===== config.mk =====
export PLATFORM = sky130hd
export DESIGN_NAME = multi_digit_7seg_driver
export DESIGN_NICKNAME = d
export VERILOG_FILES = /design/src/rtl/seg7_pkg.sv /design/src/rtl/bin_to_bcd_seq.sv /design/src/rtl/multi_digit_7seg_driver.sv
export SDC_FILE = /design/constraint.sdc
export NUM_CORES = 1
export LEC_CHECK = 0
export ABC_AREA = 1
export BUFFER_PORTS_ARGS = -buffer_cell sky130_fd_sc_hd__clkbuf_2
export CAP_MARGIN = 30
export CELL_PAD_IN_SITES_DETAIL_PLACEMENT = 2
export CELL_PAD_IN_SITES_GLOBAL_PLACEMENT = 2
export CORE_ASPECT_RATIO = 1.2
export CORE_MARGIN = 1
export CORE_UTILIZATION = 32
export CTS_CLUSTER_SIZE = 10
export DETAILED_ROUTE_END_ITERATION = 10
export PLACE_DENSITY = 0.83
export SETUP_SLACK_MARGIN = 0.15
export SLEW_MARGIN = 10
export SYNTH_ARGS = -nofsm -noshare
export SYNTH_HDL_FRONTEND = slang
export SYNTH_SLANG_ARGS = --single-unit
export TNS_END_PERCENT = 30

===== constraint.sdc =====
create_clock -name i_Clk -period 1.9 [get_ports i_Clk]
set_input_delay 0.19 -clock i_Clk [delete_from_list [all_inputs] [get_ports i_Clk]]
set_output_delay 0.19 -clock i_Clk [all_outputs]
set_load 0.02 [all_outputs]

===== src/rtl/seg7_pkg.sv =====
// rtl/seg7_pkg.sv - shared glyph table, FSM state type and BCD sizing helper for the 7-segment driver
package seg7_pkg;

    localparam logic [6:0] SEG_DASH  = 7'h01;
    localparam logic [6:0] SEG_BLANK = 7'h00;

    // Logical segment codes, bit6 = A .. bit0 = G, 1 = lit
    localparam logic [6:0] GLYPH [16] = '{
        7'h7E, 7'h30, 7'h6D, 7'h79, 7'h33, 7'h5B, 7'h5F, 7'h70,
        7'h7F, 7'h7B, 7'h77, 7'h1F, 7'h4E, 7'h3D, 7'h4F, 7'h47
    };

    typedef enum logic [1:0] {IDLE, CONVERT, COMMIT} conv_state_t;

    // Number of decimal digits needed to hold 2^width-1 (width up to 32)
    function automatic int bcd_digits(input int width);
        longint unsigned max_val;
        longint unsigned lim;
        int              n;
        max_val = (64'd1 << width) - 64'd1;
        lim     = 64'd10;
        n       = 1;
        for (int i = 1; i < 10; i++) begin
            if (max_val >= lim) begin
                n = i + 1;
            end
            lim = lim * 64'd10;
        end
        return n;
    endfunction

endpackage


===== src/rtl/bin_to_bcd_seq.sv =====
// rtl/bin_to_bcd_seq.sv - sequential double-dabble binary to BCD converter, one bit per cycle
module bin_to_bcd_seq
    import seg7_pkg::*;
#(
    parameter int WIDTH      = 16,
    parameter int OUT_DIGITS = 4
) (
    input  logic                    i_Clk,
    input  logic                    i_Rst,
    input  logic                    i_Start,
    input  logic [WIDTH-1:0]        i_Bin,
    output logic                    o_Busy,
    output logic                    o_Done,
    output logic [4*OUT_DIGITS-1:0] o_Digits,
    output logic                    o_Overflow
);

    localparam int BCD_DIGITS = bcd_digits(WIDTH);
    localparam int BCDW       = 4 * BCD_DIGITS;
    localparam int EXT_DIGITS = (BCD_DIGITS > OUT_DIGITS) ? BCD_DIGITS : OUT_DIGITS;
    localparam int CW         = $clog2(WIDTH);

    logic [WIDTH-1:0]        r_bin;
    logic [BCDW-1:0]         r_bcd;
    logic [BCDW-1:0]         w_adj;
    logic [CW-1:0]           r_cnt;
    logic                    r_busy;
    logic                    r_done;
    logic [4*EXT_DIGITS-1:0] w_ext;

    always_comb begin
        w_adj = r_bcd;
        for (int i = 0; i < BCD_DIGITS; i++) begin
            if (r_bcd[4*i +: 4] >= 4'd5) begin
                w_adj[4*i +: 4] = r_bcd[4*i +: 4] + 4'd3;
            end
        end
    end

    always_ff @(posedge i_Clk) begin
        if (i_Rst) begin
            r_bin  <= '0;
            r_bcd  <= '0;
            r_cnt  <= '0;
            r_busy <= 1'b0;
            r_done <= 1'b0;
        end else begin
            r_done <= 1'b0;
            if (i_Start && !r_busy) begin
                // First shift is folded into the load: BCD starts at zero so no add-3 applies
                r_bcd  <= {{(BCDW-1){1'b0}}, i_Bin[WIDTH-1]};
                r_bin  <= i_Bin << 1;
                r_cnt  <= CW'(WIDTH - 1);
                r_busy <= 1'b1;
            end else if (r_busy) begin
                {r_bcd, r_bin} <= {w_adj, r_bin} << 1;
                r_cnt          <= r_cnt - CW'(1);
                if (r_cnt == CW'(1)) begin
                    r_busy <= 1'b0;
                    r_done <= 1'b1;
                end
            end
        end
    end

    always_comb begin
        w_ext            = '0;
        w_ext[BCDW-1:0]  = r_bcd;
        o_Overflow       = 1'b0;
        for (int i = OUT_DIGITS; i < EXT_DIGITS; i++) begin
            o_Overflow = o_Overflow | (|w_ext[4*i +: 4]);
        end
    end

    assign o_Digits = w_ext[4*OUT_DIGITS-1:0];
    assign o_Busy   = r_busy;
    assign o_Done   = r_done;

endmodule


===== src/rtl/multi_digit_7seg_driver.sv =====
// rtl/multi_digit_7seg_driver.sv - time-multiplexed seven-segment driver with hex or decimal rendering
module multi_digit_7seg_driver
    import seg7_pkg::*;
#(
    parameter int NUM_DIGITS     = 4,
    parameter int DIN_WIDTH      = 16,
    parameter int DECIMAL        = 0,
    parameter int SCAN_DIV       = 25000,
    parameter int BLANK_LEADING  = 1,
    parameter int SEG_ACTIVE_LOW = 1,
    parameter int DIG_ACTIVE_LOW = 1
) (
    input  logic                  i_Clk,
    input  logic                  i_Rst,
    input  logic                  i_Valid,
    input  logic [DIN_WIDTH-1:0]  i_Value,
    output logic                  o_Ready,
    output logic                  o_Overflow,
    output logic [6:0]            o_Segment,
    output logic [NUM_DIGITS-1:0] o_Digit_En
);

    localparam int DIGW = 4 * NUM_DIGITS;
    localparam int EXTW = (DIN_WIDTH > DIGW) ? DIN_WIDTH : DIGW;
    localparam int PW   = (SCAN_DIV > 1) ? $clog2(SCAN_DIV) : 1;
    localparam int IW   = (NUM_DIGITS > 1) ? $clog2(NUM_DIGITS) : 1;
    localparam logic [6:0]            SEG_XOR = (SEG_ACTIVE_LOW != 0) ? 7'h7F : 7'h00;
    localparam logic [NUM_DIGITS-1:0] DIG_XOR = (DIG_ACTIVE_LOW != 0) ? {NUM_DIGITS{1'b1}}
                                                                      : {NUM_DIGITS{1'b0}};

    conv_state_t           r_state;
    conv_state_t           w_next;
    logic                  w_accept;
    logic                  w_start;
    logic                  w_commit;
    logic [EXTW-1:0]       w_val_ext;
    logic [DIGW-1:0]       w_hex_digits;
    logic                  w_hex_ovf;
    logic [DIGW-1:0]       w_conv_digits;
    logic                  w_conv_ovf;
    logic                  w_conv_busy;
    logic                  w_conv_done;
    logic [DIGW-1:0]       r_disp;
    logic                  r_ovf;
    logic [PW-1:0]         r_presc;
    logic [IW-1:0]         r_idx;
    logic [3:0]            w_digit;
    logic [NUM_DIGITS-1:0] w_zero_from;
    logic [NUM_DIGITS-1:0] w_onehot;
    logic [6:0]            w_seg;
    logic [6:0]            r_seg;
    logic [NUM_DIGITS-1:0] r_dig;

    assign o_Ready  = (DECIMAL == 0) || ((r_state == IDLE) && !w_conv_busy);
    assign w_accept = i_Valid && o_Ready;

    assign w_val_ext    = EXTW'(i_Value);
    assign w_hex_digits = w_val_ext[DIGW-1:0];
    assign w_hex_ovf    = |(w_val_ext >> DIGW);

    generate
        if (DECIMAL != 0) begin : g_dec
            bin_to_bcd_seq #(
                .WIDTH      (DIN_WIDTH),
                .OUT_DIGITS (NUM_DIGITS)
            ) u_bcd (
                .i_Clk      (i_Clk),
                .i_Rst      (i_Rst),
                .i_Start    (w_start),
                .i_Bin      (i_Value),
                .o_Busy     (w_conv_busy),
                .o_Done     (w_conv_done),
                .o_Digits   (w_conv_digits),
                .o_Overflow (w_conv_ovf)
            );
        end else begin : g_hex
            assign w_conv_busy   = 1'b0;
            assign w_conv_done   = 1'b0;
            assign w_conv_digits = '0;
            assign w_conv_ovf    = 1'b0;
        end
    endgenerate

    always_ff @(posedge i_Clk) begin
        if (i_Rst) begin
            r_state <= IDLE;
        end else begin
            r_state <= w_next;
        end
    end

    always_comb begin
        w_next   = r_state;
        w_start  = 1'b0;
        w_commit = 1'b0;
        case (r_state)
            IDLE: begin
                w_start = w_accept && (DECIMAL != 0);
                if (w_start) begin
                    w_next = CONVERT;
                end
            end
            CONVERT: begin
                if (w_conv_done) begin
                    w_next = COMMIT;
                end
            end
            COMMIT: begin
                w_commit = 1'b1;
                w_next   = IDLE;
            end
            default: w_next = IDLE;
        endcase
    end

    always_ff @(posedge i_Clk) begin
        if (i_Rst) begin
            r_disp <= '0;
            r_ovf  <= 1'b0;
        end else if ((DECIMAL == 0) && w_accept) begin
            r_disp <= w_hex_digits;
            r_ovf  <= w_hex_ovf;
        end else if (w_commit) begin
            r_disp <= w_conv_digits;
            r_ovf  <= w_conv_ovf;
        end
    end

    always_ff @(posedge i_Clk) begin
        if (i_Rst) begin
            r_presc <= '0;
            r_idx   <= '0;
        end else if (r_presc == PW'(SCAN_DIV - 1)) begin
            r_presc <= '0;
            r_idx   <= (r_idx == IW'(NUM_DIGITS - 1)) ? '0 : r_idx + IW'(1);
        end else begin
            r_presc <= r_presc + PW'(1);
        end
    end

    // w_zero_from[i] is set when digit i and every digit above it are zero
    always_comb begin
        logic w_acc;
        w_acc       = 1'b1;
        w_zero_from = '0;
        for (int i = NUM_DIGITS - 1; i >= 0; i--) begin
            w_acc          = w_acc && (r_disp[4*i +: 4] == 4'd0);
            w_zero_from[i] = w_acc;
        end
    end

    always_comb begin
        w_digit  = r_disp[4*r_idx +: 4];
        w_onehot = '0;
        w_onehot[r_idx] = 1'b1;
        if (r_ovf) begin
            w_seg = SEG_DASH;
        end else if ((BLANK_LEADING != 0) && (r_idx != '0) && w_zero_from[r_idx]) begin
            w_seg = SEG_BLANK;
        end else begin
            w_seg = GLYPH[w_digit];
        end
    end

    always_ff @(posedge i_Clk) begin
        if (i_Rst) begin
            r_seg <= SEG_BLANK ^ SEG_XOR;
            r_dig <= DIG_XOR;
        end else begin
            r_seg <= w_seg ^ SEG_XOR;
            r_dig <= w_onehot ^ DIG_XOR;
        end
    end

    assign o_Segment  = r_seg;
    assign o_Digit_En = r_dig;
    assign o_Overflow = r_ovf;

endmodule


# Word level (Yosys, flattened, before mapping)
# Memory sizes are Yosys's and may differ from the RTL's.
# Cells that the tools add are included.
# totals
in_bits,19
latchBits,0
ramBits,0
ff_bits,44
mem_count,1
out_inout_bits,13
mem_bits_ro,112
# op_classes
n_bitwise,3
add_sub_neg,2
n_eq_ne,2
multipliers,0
n_div,0
order_cmp,3
reduce_logical,11
mux,9
n_shift,1
# memory_table
name,depth,word_bits,rd,rd_ports_with_merged_regs,wr,line,source
(name not given),16,7,1,0,0,multi_digit_7seg_driver.sv:161,w_seg = GLYPH[w_digit];
# op_table
cell,n
two-way mux 7 bit,3
logical NOT 4 bit,4
two-way mux 16 bit,1
indexed part select 16 x 5 -> 4 bit,1
adder 15 x 1 -> 15 bit (second input constant),1
== test 15 bit (second input constant),1
NOT 7 bit,1
>= comparator 5 bit (second input constant),1
logical AND 1 bit,5
NOT 4 -> 5 bit,1
NOT 4 bit,1
< comparator 2 x 3 -> 1 bit (second input constant),1
adder 2 x 1 -> 2 bit (second input constant),1
binary-select mux 1 bit (select 2 bit),1
demux 1 bit (select 2 bit),1
== test 2 bit (second input constant),1
>= comparator 2 x 1 -> 1 bit (second input constant),1
two-way mux 1 bit,2
two-way mux 2 bit,1
nonzero test 2 bit,1
OR reduction 2 bit,1

# Logic depth before layout (Yosys ltp)
# depth
ltp_word,9
ltp_mapped,11

# Worst setup path before layout
# Ideal clock, no wire load.
# synth_timing
path_kind,reg-to-reg
start,register r_idx[0]
end,register r_seg[6] (netlist: o_Segment[6])
setup_slack_ps,400
period_less_slack_ps,1500
arrival_time_ps,1369
stages_incl_launch_ff,11
setup_time_ps,131
cell_sequence,dfxtp_1 > inv_2 > nand2_1 > nand3_1 > nand2_1 > inv_1 > ha_1 > inv_1 > nand3_1 > nand3_1 > nand3_1
# synth_between
elab_chain_cells,7
# synth_rtl
element,line,source
"start, declared",multi_digit_7seg_driver.sv:46,logic [IW-1:0] r_idx;
"start signal, assigned",multi_digit_7seg_driver.sv:135,r_idx <= (r_idx == IW'(NUM_DIGITS - 1)) ? '0 : r_idx + IW'(1);
indexed part select 16 x 5 -> 4 bit,multi_digit_7seg_driver.sv:153,w_digit = r_disp[4*r_idx +: 4];
NOT 4 -> 5 bit (not written as such),multi_digit_7seg_driver.sv:161,
memory (16 x 7 bit),-,
two-way mux 7 bit (not written as such) (2 in series),multi_digit_7seg_driver.sv:161,
two-way mux 7 bit *,multi_digit_7seg_driver.sv:158,end else if ((BLANK_LEADING != 0) && (r_idx != '0) && w_zero_from[r_idx]) begin
NOT 7 bit (no source line) *,-,
"end signal, assigned",multi_digit_7seg_driver.sv:167,r_seg <= SEG_BLANK ^ SEG_XOR;
"end signal, assigned",multi_digit_7seg_driver.sv:170,r_seg <= w_seg ^ SEG_XOR;
"end, declared",multi_digit_7seg_driver.sv:51,logic [6:0] r_seg;
# Mark *: on every way between the ends. The rest lies on a longest branch, timed or not. The select of a mux whose other input is x is not followed.
# A chain may end at the register's enable or synchronous reset.

# Worst setup path in the final report
# Same ends and word-level chain as after synthesis.

==> results.ini <==
[clocking]
cts_tree=done
h-tree-depth=2
clockBufferDepth=2
cts.sinks=44
cts_root_buf=clkbuf_8
clock_latency_ps=300
path_clk_slew_ps=80
cts_buffers=5

[place]
hpwlAfterDp_um=4710
numPortBuffers=29
gp_congestion=0.758
placed_area_um2=2500

[sta]
worst_pin_slew_ps=554
period_minus_slack_ps=1600
clock_skew_ps=2.50
setup_viol=0
hold_viol=0
fmax_mhz=627
slew_viol_final=0
relSlewSlack_pct=63.0
totalNegativeSetupSlack_ps=0
rsz0062_at_grt=yes
final.period_utilization_pct=84.0

[min_path]
hp-class=in -> reg

[setup_path]
cp-start-kind=flop
worstSetupPathType=reg -> reg
arrival_ps=1770
crit_chain=inv_4, nand2_1, nand3_1, nand2_2, inv_1, ha_1, inv_1, nand3_1, nand3_1, nand3_1
required_ps=2070
crit_top_cell=nand3_1
crit_fanout=11
path_buf_inv=3
cp_top_family=simple AND/OR/NAND/NOR gates
slowest_stage=dfxtp_4
worst_setup_path_end_kind=flop
slowest_delay_ps=410

[final_layout]
postLayoutCellArea_um2=2600
layout.nets=372
antenna_cells=0
drive_gt1_share_pct=23.6
syn2layout_area_growth_pct=14.4

[global_route]
track_usage_pct=18.5
use_met1_pct=19.8
grt_max_degree=21
grt_pass1_vias=2253
overflow=0
busiest_layer=met2
antenna_found_initial=0
groute.layer.met2.usage_pct=35.6
met3_usage_pct=3.67
grt_first_pass_wirelength_um=10600

[synthesis]
yosysWarnings=0
synth_nets=340
synthArstFlopShare_pct=0
ys_ff_latch=44
synth_seq_area_share_pct=38.7
synth_edf_count=0
synth.avg_cell_area_um2=7.33
yosys_most_used_dff=dfxtp_1
syn_area_um2=2270
postSynthCellCount=310
synth.distinct_cells=31

[run]
drv_cap=0

[power]
leakage_nw=1.16
power.density_nw_per_um2=707
irDropWorstVdd_v=0.000298

[route]
drt_iter0_drc=53
routed_wl_um=6200
num_vias=2064
routedWlPerCell_um=14.4
viasPerCell=4.80
drtPass1Iterations=4
drcViolationCount=0
ant_nets=0

[floorplan]
dieArea_um2=7450
io_pins=32
die_y_um=94.3
die_w_um=78.9
initial_core_util_pct=33.2
rows=33
fp.coreArea_um2=6850

[status]
status=finished clean

layout make-up:
type                    instances  area (um^2)
multi-input cells             227         1220
clock buffers                   8         90.1
repair buffers                 34          183
flip-flops and latches         44          885
fillers                       856         4250
well taps                      87          109
inverters                      30          115
path summary, 6_finish.rpt:
path	from	slack [ps]	cells after the start	to
worst max-delay path	r_idx[0]	300	10	o_Segment[6]
worst min-delay path	i_Value[9]	110	3	r_disp[9]
worst max register to register	r_idx[0]	300	10	o_Segment[6]
worst min register to register	r_disp[12]	490	2	r_disp[12]
report_power, final:
part	switching (W)	total (W)	leakage (nW)	internal, W
clock	0.000316	0.000613	0.0455	0.000297
combinational	0.000151	0.000234	0.755	0.0000831
sequential	0.0000266	0.000991	0.363	0.000965
cells in the final DEF, fill, tap and decap left out:
cell and n:
nor2_2 11, clkbuf_1 2, a21oi_1 8, conb_1 2
xnor2_1 1, clkbuf_8 6, a21oi_2 2, nor2_1 42
and2_0 1, clkbuf_2 29, dfxtp_1 43, nand2_2 8
inv_1 25, or2_0 1, dfxtp_4 1, nand2_1 69
ha_1 11, nor3_4 1, xor2_1 4, buf_4 5
o21ai_0 17, nor3_1 5, o21ai_2 1, nor3_2 2
inv_2 4, inv_4 1, nand3_1 25, nand2_4 3
nand3_2 5, nand4_1 5, a31oi_1 1, nor2_4 2
state kept, by name, summed over array words and instances, names as in the netlist:
| name | cells |
|---|---|
| o_Digit_En | 4 |
| o_Segment | 7 |
| r_disp | 16 |
| r_idx | 2 |
| r_presc | 15 |
repair_timing:
item                                    CTS  global route
resized for setup                         1             4
endpoints found under the setup margin    5             5
hold buffers                              0             0
setup buffers                             0             0
cell usage after synthesis (6+ instances only):
| cell type | count | area, um^2 |
|---|---|---|
| inv_1 | 25 | 93.8 |
| nand2_1 | 71 | 267 |
| nand2_2 | 6 | 37.5 |
| ha_1 | 11 | 138 |
| nor2_2 | 11 | 68.8 |
| o21ai_0 | 17 | 85.1 |
| nand3_1 | 25 | 125 |
| a21oi_1 | 8 | 40.0 |
| nor2_1 | 42 | 158 |
| dfxtp_1 | 44 | 881 |
kinds of logic after synthesis:
| family | count (synthesis) | share of synthesized area, % |
|---|---|---|
| flip-flops | 44 | 38.7 |
| other | 2 | 0.330 |
| buffers and inverters | 39 | 7.87 |
| AO/OA/AOI/OAI | 29 | 6.93 |
| adder cells (fa/ha/maj) | 11 | 6.05 |
| AND/OR/NAND/NOR | 180 | 38.1 |
| XOR/XNOR | 5 | 1.93 |
worst reg2reg max path, delay by kind of cell (launching register included):
family                     cells  cell delay, ps
and+or+nand+nor                6             580
adders and majority gates      1             210
buffers and inverters          3             270
DFF                            1             410
metrics by stage:
stage | setup WS (ps) | total power, W | cells | hold slack, ps | utilization, %
floorplan | 400 | 0.00118 | 310 | 299 | -
global placement | 242 | 0.00124 | 422 | 410 | 36.5
detailed placement | 101 | 0.00125 | 422 | 422 | 36.5
CTS | 154 | 0.00187 | 430 | 105 | 37.8
global route | 129 | 0.00195 | 430 | 125 | 37.9
finish | 304 | 0.00184 | 430 | 110 | 37.9
per-layer routing:
layer  vias up  wire [um]
li1       1036          -
met1       992       2490
met2        28       3410
met3         8        183
met4         0        108
met5         -          0
Note: power is estimated with default switching activity, not from simulation.
